File: src/rtl/seg7_scan_driver.sv
// -----------------------------------------------------------------------------
// seg7_scan_driver
//
// Four-digit time-multiplexed 7-segment display driver. Four BCD digits are
// captured into a shadow register by a LOAD strobe and scanned one digit at a
// time onto a shared segment bus. Each digit slot opens with a short blanking
// interval (all commons off) to prevent ghosting, followed by the drive
// interval. Leading zeros can optionally be blanked.
//
// Ports:
//   CLK_50MHz  in   1   system clock, all state changes on its rising edge
//   Res        in   1   synchronous reset, active-high
//   DIGITS     in   16  four BCD nibbles, DIGITS[4i+3:4i] = digit i (0 = rightmost)
//   LOAD       in   1   single-cycle strobe capturing DIGITS and LZ_BLANK
//   LZ_BLANK   in   1   leading-zero blanking enable, captured with LOAD
//   SEG        out  7   segments gfedcba, active-low (0 = lit)
//   SEG_COM    out  4   one-hot digit select, active-high, bit i = digit i
//   FRAME      out  1   one-cycle pulse on the last cycle of the digit-3 slot
//
// Parameters:
//   CLK_HZ     input clock frequency
//   SCAN_HZ    per-digit dwell rate; DIV = CLK_HZ/SCAN_HZ cycles per slot
//   BLANK_CYC  blanking cycles at the start of each slot, 1 <= BLANK_CYC < DIV
// -----------------------------------------------------------------------------
module seg7_scan_driver #(
  parameter int CLK_HZ    = 50000000,
  parameter int SCAN_HZ   = 1000,
  parameter int BLANK_CYC = 64
) (
  input  logic        CLK_50MHz,
  input  logic        Res,
  input  logic [15:0] DIGITS,
  input  logic        LOAD,
  input  logic        LZ_BLANK,
  output logic [6:0]  SEG,
  output logic [3:0]  SEG_COM,
  output logic        FRAME
);

  localparam int DIV   = CLK_HZ / SCAN_HZ;
  localparam int CNT_W = (DIV > 1) ? $clog2(DIV) : 1;

  localparam logic [CNT_W-1:0] CNT_LAST   = CNT_W'(DIV - 1);
  localparam logic [CNT_W-1:0] BLANK_LAST = CNT_W'(BLANK_CYC - 1);

  localparam logic [6:0] SEG_OFF = 7'b111_1111;

  typedef enum logic {
    ST_BLANK,
    ST_DRIVE
  } scan_state_t;

  scan_state_t      state;
  scan_state_t      state_next;
  logic [CNT_W-1:0] slot_cnt;
  logic [CNT_W-1:0] slot_cnt_next;
  logic [1:0]       idx;
  logic [1:0]       idx_next;
  logic             snapshot_en;

  logic [15:0]      shadow_digits;
  logic             shadow_lz;

  logic [3:0]       cur_nibble;
  logic             cur_blank;
  logic [3:0]       drive_nibble;
  logic             drive_blank;

  logic [6:0]       seg_next;
  logic [3:0]       seg_com_next;
  logic             frame_next;

  // Active-low gfedcba glyphs; anything outside 0-9 shows a dash.
  function automatic logic [6:0] seg_decode(input logic [3:0] nibble);
    logic [6:0] glyph;
    case (nibble)
      4'd0:    glyph = 7'b100_0000;
      4'd1:    glyph = 7'b111_1001;
      4'd2:    glyph = 7'b010_0100;
      4'd3:    glyph = 7'b011_0000;
      4'd4:    glyph = 7'b001_1001;
      4'd5:    glyph = 7'b001_0010;
      4'd6:    glyph = 7'b000_0010;
      4'd7:    glyph = 7'b101_1000;
      4'd8:    glyph = 7'b000_0000;
      4'd9:    glyph = 7'b001_1000;
      default: glyph = 7'b011_1111;
    endcase
    return glyph;
  endfunction

  // Shadow register: the digits and blanking mode the scanner reads from.
  // The last LOAD wins; reset clears it back to all zeros.
  always_ff @(posedge CLK_50MHz) begin
    if (Res) begin
      shadow_digits <= 16'h0000;
      shadow_lz     <= 1'b0;
    end else if (LOAD) begin
      shadow_digits <= DIGITS;
      shadow_lz     <= LZ_BLANK;
    end
  end

  // Scan state register: phase within the slot, slot counter and the digit
  // index. Reset drops straight back to the start of digit 0's blank phase.
  always_ff @(posedge CLK_50MHz) begin
    if (Res) begin
      state    <= ST_BLANK;
      slot_cnt <= '0;
      idx      <= 2'd0;
    end else begin
      state    <= state_next;
      slot_cnt <= slot_cnt_next;
      idx      <= idx_next;
    end
  end

  // Next-state logic. The counter free-runs over 0..DIV-1 so every slot is
  // exactly DIV cycles long; the phase only decides what is shown. The
  // BLANK->DRIVE transition is also the moment the digit for this slot is
  // snapshotted, and the DRIVE->BLANK transition steps to the next digit.
  always_comb begin
    state_next    = state;
    idx_next      = idx;
    snapshot_en   = 1'b0;
    slot_cnt_next = (slot_cnt == CNT_LAST) ? '0 : slot_cnt + 1'b1;
    case (state)
      ST_BLANK: begin
        if (slot_cnt == BLANK_LAST) begin
          state_next  = ST_DRIVE;
          snapshot_en = 1'b1;
        end
      end
      ST_DRIVE: begin
        if (slot_cnt == CNT_LAST) begin
          state_next = ST_BLANK;
          idx_next   = idx + 2'd1;
        end
      end
      default: begin
        state_next = ST_BLANK;
      end
    endcase
  end

  // Selects the current digit out of the shadow register and decides whether
  // it is a leading zero: digit i (i >= 1) is dark when it and every digit
  // above it are zero. Digit 0 is always shown so "0" is never fully blank.
  always_comb begin
    cur_nibble = shadow_digits[{idx, 2'b00} +: 4];
    cur_blank  = 1'b0;
    case (idx)
      2'd1:    cur_blank = shadow_lz && (shadow_digits[15:4]  == 12'h000);
      2'd2:    cur_blank = shadow_lz && (shadow_digits[15:8]  == 8'h00);
      2'd3:    cur_blank = shadow_lz && (shadow_digits[15:12] == 4'h0);
      default: cur_blank = 1'b0;
    endcase
  end

  // Drive register: frozen for the whole drive phase so a LOAD arriving
  // mid-slot cannot change what the current digit shows; it shows up in the
  // next slot instead.
  always_ff @(posedge CLK_50MHz) begin
    if (Res) begin
      drive_nibble <= 4'h0;
      drive_blank  <= 1'b0;
    end else if (snapshot_en) begin
      drive_nibble <= cur_nibble;
      drive_blank  <= cur_blank;
    end
  end

  // Output decode from the current phase. A blanked leading zero keeps its
  // common asserted with all segments off, so scan timing is unchanged.
  always_comb begin
    seg_next     = SEG_OFF;
    seg_com_next = 4'b0000;
    frame_next   = (idx == 2'd3) && (slot_cnt == CNT_LAST);
    if (state == ST_DRIVE) begin
      seg_com_next = 4'b0001 << idx;
      seg_next     = drive_blank ? SEG_OFF : seg_decode(drive_nibble);
    end
  end

  // Output registers, so nothing at the pins is combinational from inputs.
  always_ff @(posedge CLK_50MHz) begin
    if (Res) begin
      SEG     <= SEG_OFF;
      SEG_COM <= 4'b0000;
      FRAME   <= 1'b0;
    end else begin
      SEG     <= seg_next;
      SEG_COM <= seg_com_next;
      FRAME   <= frame_next;
    end
  end

endmodule

File: config.mk
export PLATFORM = sky130hd
export DESIGN_NAME = seg7_scan_driver
export DESIGN_NICKNAME = d
export VERILOG_FILES = /design/src/rtl/seg7_scan_driver.sv
export SDC_FILE = /design/constraint.sdc
export NUM_CORES = 1
export LEC_CHECK = 0
export CAP_MARGIN = 25
export CORE_UTILIZATION = 40
export CTS_BUF_LIST = sky130_fd_sc_hd__clkbuf_2
export CTS_CLUSTER_DIAMETER = 120
export DETAILED_ROUTE_END_ITERATION = 6
export SYNTH_ARGS = -nofsm -noshare
export SYNTH_HDL_FRONTEND = slang
export SYNTH_SLANG_ARGS = --single-unit
File: constraint.sdc
create_clock -name CLK_50MHz -period 3.7 [get_ports CLK_50MHz]
set_clock_uncertainty 0.2 [all_clocks]
set_input_delay 0.925 -clock CLK_50MHz [delete_from_list [all_inputs] [get_ports CLK_50MHz]]
set_output_delay 0.925 -clock CLK_50MHz [all_outputs]
set_load 0.05 [all_outputs]
==> key figures, run 1 <==
Synthesis
  • EDFF count, synth: 0
  • Number of distinct library cells after synthesis: 37
  • Syn_nets: 272
  • Asr flop ratio synth: 0%
  • Yosys warnings: 0
  • FF+latch count, synth: 53
  • Register area share after synthesis: between 40% and 50%
  • Dominant synthesized flop cell: dfxtp_1
  • Synth area leaders: dfxtp_1 (45%), mux2i_1 (7.6%), nor2_1 (6.3%), ha_1 (4.2%), xnor2_1 (4.0%)
  • Area leader, netlist: dfxtp_1
  • Gate Count Post-Synth: 244
  • Avg Cell Area, Syn: 9.758 um^2
  • Synth top area share: 44.56%
  • Synth Cell Area: between 0.002 and 0.0025 mm^2

Place
  • Port buffer count: 31
  • Post-detail-place hpwl: 3.198 mm
  • Area after DPL: 0.002706 mm^2
  • RePlAce Congestion: between 0.8 and 0.9

Final layout
  • Layout cells sized above 1: 6.985%
  • Syn-to-layout area delta: 14.92%
  • Fillers: 555
  • Final instance area: 0.002736 mm^2
  • Ant. Diodes: 0
  • Nets: 301

Clocking
  • Clk root buf: clkbuf_2
  • CTS buffer count: 5
  • Worst-Skew Late Latency: 0.41 ns
  • Max Buffers Root-to-Sink: 2
  • # hold bufs at CTS: 0
  • Post_cts resized: 0
  • Htree depth: 2
  • Clk pin slew, worst setup/hold paths: 0.23 ns
  • CTS tree: built
  • Setup Buffers After CTS: 0
  • CTS Sinks: 53

Route
  • DRT iter0 DRCs: 67
  • Number of remaining DRC errors: 0
  • Per-cell routed wire length: 12.19 um
  • Post-Route WL: 4.193 mm
  • Total via count after detailed routing: 1733
  • First-pass detailed-route iteration total: 4
  • ANT nets after route: 0
  • Drt via density: 5.038

Pwr
  • Worst vdd ir: 0.0001715 V
  • Clk network pwr share: 23.2%
  • Pleak: between 1 and 1.5 nW
  • Combinational Power Share: between 7 and 8%
  • NetSw: 0.0001997 W
  • Power Density: ~320 mW/mm^2
  • Seq pwr share: 69.4%
  • P_int: around 0.00066 W
  • Sw Share: about 23%
  • Total power: 0.0008626 W

Critical path
  • Worst path buffer plus inverter count: 1
  • Critical-path maximum fanout: 1
  • Worst path slowest cell: clkdlybuf4s50_1
  • Crit path kind: register to output pin
  • Worst path required time: 2.57 ns
  • Worst path top cell family by delay: buffers and inverters
  • Reg2reg setup slack: 1.73 ns
  • Crit-path max cell delay: 0.80 ns
  • Worst EP arrival: 1.57 ns
  • Critical Path Sink Type: output pin
  • CP cell instances: clkdlybuf4s50_1
  • CP startpoint kind: register

STA
  • Setup TNS Final: 0 ns
  • Final hold viol count: 0
  • Final Max Slew Viols: 0
  • Fmax: about 0.37 GHz
  • Max_slew headroom: 66.55%
  • Worst hold slack: 0.3227 ns
  • Crit path time final: 2.693 ns
  • Final setup viols: 0
  • Worst-margin pin slew: approximately 0.50 ns
  • Crit share post-route: 72.79%
  • RSZ-0062 raised after global routing: false

Hold path
  • Worst hold path type: register to register

Flow run
  • Max Cap Viol: 0

Floorplan
  • Die ar.: 0.006265 mm^2
  • Row Count: 27
  • Starting density of the core: 42.46%
  • Io pins: 32
  • Horiz. Die Dim: 79.15 um
  • Core Box Area: 0.005608 mm^2
  • Die height: 79.15 um

GRT
  • Overflow after GRT: 0
  • Initial antenna violation count: 0
  • Vias in the first global route: ~1600
  • Total track usage: 14.88%
  • Largest net degree at the start of global routing: 24
  • First-pass GRT wire length: 7.286 mm

Run status
  • Status: complete, no violations
==> path summary, 6_finish.rpt <==
| check | start | end | cells past startpoint |
|---|---|---|---|
| hold reg to reg | drive_blank$_SDFFE_PP0P_ | SEG[3]$_SDFF_PP1_ | 2 |
| hold / removal | drive_blank$_SDFFE_PP0P_ | SEG[3]$_SDFF_PP1_ | 2 |
| setup reg to reg | idx[0]$_SDFFE_PP0P_ | drive_blank$_SDFFE_PP0P_ | 6 |
| setup / recovery | FRAME$_SDFF_PP0_ | FRAME | 1 |
==> layout make-up <==
type | instances | area (um^2) | share of cell area [%]
inverter | 9 | 33.78 | 1.235
tap | 72 | 90.09 | 3.292
multi-input combinational | 171 | 1196 | 43.71
timing repair buffer | 33 | 325.3 | 11.89
sequential | 53 | 1061 | 38.77
clock inverter | 1 | 5.005 | 0.1829
clock buffer | 5 | 25.02 | 0.9145
==> metrics by stage <==
stage,setup WS [ns],util [%],instances
global route,0.8983,48.80,344
finish,1.007,48.80,344
global placement,1.134,48.26,338
floorplan,1.724,-,244
detailed placement,1.093,48.26,338
CTS,0.9825,48.80,344
==> power by group through the flow <==
stage | Sequential [W] | Combinational [W] | Clock [W]
2_1_floorplan | 0.000605 | 0.0000401 | 0
3_3_place_gp | 0.000610 | 0.0000634 | 0
3_5_place_dp | 0.000610 | 0.0000641 | 0
4_1_cts | 0.000599 | 0.0000645 | 0.000208
5_1_grt | 0.000602 | 0.0000699 | 0.000234
6_report | 0.000599 | 0.0000633 | 0.000200
==> logic make-up after synthesis <==
logic type	count (synthesis)	share of synthesized area, %
fa+ha+maj	8	4.204
compound gates	28	6.779
flops	53	44.56
buf+inv	20	5.202
mux	22	11.35
xor+xnor	14	5.150
simple gates	99	22.75
==> flip-flops by register name, indices dropped and copies added (netlist names) <==
name	cells
SEG_COM	4
drive_blank	1
shadow_lz	1
shadow_digits	16
drive_nibble	4
idx	2
FRAME	1
SEG	7
slot_cnt	16
state	1
==> per-layer routing <==
metal	up-vias	GRT usage, %	routed length, um
li1	908	-	-
met1	787	21.11	2133
met2	32	21.64	1827
met3	6	3.678	183
met4	0	5.455	50
met5	-	0	0
==> Yosys cell counts (3+ instances only) <==
| cell type | number |
|---|---|
| dfxtp_1 | 53 |
| nor2_1 | 40 |
| mux2i_1 | 18 |
| o21ai_0 | 14 |
| xnor2_1 | 11 |
| a21oi_1 | 10 |
| nand2_1 | 10 |
| nand3_1 | 10 |
| inv_1 | 9 |
| ha_1 | 8 |
| nor3_1 | 8 |
| nor4_1 | 8 |
| nand4_1 | 7 |
| mux4_2 | 4 |
| buf_2 | 3 |
| clkbuf_1 | 3 |
| clkbuf_8 | 3 |
| xor2_1 | 3 |
==> placed cells by master (no fill, tap or decap), types with 2 or more instances in the layout <==
cell,count
nor2_1,40
nand3_1,10
nor4_1,8
and2_1,2
xor2_1,3
xnor2_1,11
nand2_1,10
mux2i_1,18
buf_4,2
nand3b_1,2
mux4_2,4
inv_1,9
clkbuf_2,5
nand4_1,7
ha_1,8
clkdlybuf4s50_1,31
a21oi_1,10
dfxtp_1,53
o21ai_0,14
nor3_1,8
No activity file was read; power rests on OpenSTA's default activity.
==> run 2, diff against run 1 <==
Clock period 3.7 ns to 2.8 ns, I/O delays scaled along.
==> key figures, run 2 (same netlist as run 1, synthesis figures left out) <==
Run status
  • Status: complete, no violations

STA
  • Crit share post-route: between 90% and 100%
  • Final Max Slew Viols: 0
  • Worst-margin pin slew: between 0.5 and 0.6 ns
  • Final setup viols: 0
  • Fmax: 0.3956 GHz
  • RSZ-0062 raised after global routing: false
  • Crit path time final: 2.528 ns
  • Final hold viol count: 0
  • Setup TNS Final: 0 ns
  • Max_slew headroom: between 60% and 70%
  • Fin worst setup slack: 0.2722 ns
  • Worst hold slack: 0.3287 ns

Place
  • RePlAce Congestion: 0.8161
  • DP Cell Count: 339
  • DP Worst Slack: 0.4145 ns
  • Port buffer count: 31
  • Post-detail-place hpwl: roughly 3.3 mm

Clocking
  • CTS buffer count: 5
  • Max Buffers Root-to-Sink: 2
  • Post_cts resized: 0
  • Setup Buffers After CTS: 0
  • # hold bufs at CTS: 0
  • Clk root buf: clkbuf_2
  • CTS tree: built
  • CTS Sinks: 53
  • Worst-Skew Late Latency: roughly 0.44 ns
  • Clk pin slew, worst setup/hold paths: about 0.26 ns
  • Htree depth: 2

Critical path
  • Crit-path max cell delay: 0.80 ns
  • CP cell instances: clkdlybuf4s50_1
  • Reg2reg setup slack: 0.88 ns
  • Critical Path Sink Type: output pin
  • Crit path launch: FRAME$_SDFF_PP0_
  • Worst path buffer plus inverter count: 1
  • WP depth: 1
  • Worst r2r dst: drive_blank$_SDFFE_PP0P_
  • Critical-path maximum fanout: 1
  • Crit path kind: register to output pin
  • Worst path slowest cell: clkdlybuf4s50_1
  • Worst path required time: 1.90 ns
  • R2R Path Start: idx[1]$_SDFFE_PP0P_
  • Worst EP arrival: 1.63 ns
  • Worst path top cell family by delay: buffers and inverters
  • CP startpoint kind: register
  • Reg2Reg Depth: 6

Route
  • Per-cell routed wire length: about 13 um
  • Drt via density: approximately 5.1
  • ANT nets after route: 0
  • DRT iter0 DRCs: 86
  • Post-Route WL: 4.464 mm
  • First-pass detailed-route iteration total: 4
  • Number of remaining DRC errors: 0
  • Total via count after detailed routing: 1755

Final layout
  • Nets: 302
  • Ant. Diodes: 0
  • Layout Cells excl Fill: 347
  • Fillers: 550
  • Most common library cell in the layout ignoring fill and taps: dfxtp_1
  • Syn-to-layout area delta: 16.76%
  • Commonest non-fill, non-tap cells in the layout: dfxtp_1 (53), nor2_1 (40), clkdlybuf4s50_1 (31)
  • Largest regs: shadow_digits x16, slot_cnt x16, SEG x7
  • Layout cells sized above 1: 7.636%

Hold path
  • Hold Crit Depth: 1
  • Worst hold start: slot_cnt[0]$_SDFF_PP0_
  • Hold endpoint: slot_cnt[0]$_SDFF_PP0_
  • Worst hold path type: register to register

Flow run
  • Max Cap Viol: 0

Pwr
  • Clk network pwr share: 30.4%
  • Total power: roughly 0.0013 W
  • Pleak: 1.019 nW
  • P_int: 0.0009729 W
  • Worst vdd ir: 0.0002476 V
  • Power Density: 452.1 mW/mm^2
  • Seq pwr share: 63.0%
  • Combinational Power Share: 6.6%
  • NetSw: between 0.0002 and 0.0003 W
  • Sw Share: approximately 23%

GRT
  • First-pass GRT wire length: 7.610 mm
  • Vias in the first global route: approximately 1600
  • Total track usage: 15.71%
  • Overflow after GRT: 0
  • Initial antenna violation count: 0
  • Largest net degree at the start of global routing: 24

Floorplan
  • Die height: 79.15 um
  • Row Count: 27
  • Io pins: 32
  • Die ar.: 0.006265 mm^2
  • Horiz. Die Dim: 79.15 um
  • Core Box Area: 0.005608 mm^2
  • Starting density of the core: approximately 42%
## run 2: power by group through the flow
| stage | Sequential, W | Clock [W] | Combinational (W) |
|---|---|---|---|
| after floorplan | 0.000800 | 0 | 0.0000531 |
| final | 0.000792 | 0.000382 | 0.0000835 |
| after global placement | 0.000806 | 0 | 0.0000833 |
| after global routing | 0.000796 | 0.000432 | 0.0000932 |
| after detailed placement | 0.000806 | 0 | 0.0000841 |
| after CTS | 0.000792 | 0.000396 | 0.0000845 |
## run 2: cell type report
cell class	count	area [um^2]	share of cell area, %
inverter	9	33.78	1.215
clock inverter	3	41.29	1.485
sequential	53	1061	38.16
timing repair buffer	34	332.8	11.97
tap	72	90.09	3.240
multi-input combinational	171	1196	43.02
clock buffer	5	25.02	0.9001
## run 2: stage by stage
step                util (%)  cell area [um^2]
floorplan                  -              2381
global placement       48.39              2714
detailed placement     48.39              2714
CTS                    49.58              2780
global route           49.58              2780
finish                 49.58              2780
## run 2: how the worst max path moves through the flow
| stage | slack [ns] | to |
|---|---|---|
| 2_1_floorplan | 1.05 | shadow_digits[10]$_SDFFE_PP0P_ |
| 3_3_place_gp | 0.46 | SEG[0]$_SDFF_PP1_ |
| 3_5_place_dp | 0.41 | SEG[0]$_SDFF_PP1_ |
| 4_1_cts | 0.23 | FRAME |
| 5_1_grt | 0.17 | FRAME |
| 6_report | 0.27 | FRAME |
## run 2: per-layer routing
metal,up-vias,global-route usage (%),routed length [um]
met5,-,0,0
li1,910,-,-
met3,7,4.023,182
met1,805,21.76,2259
met2,33,23.28,1956
met4,0,6.000,65
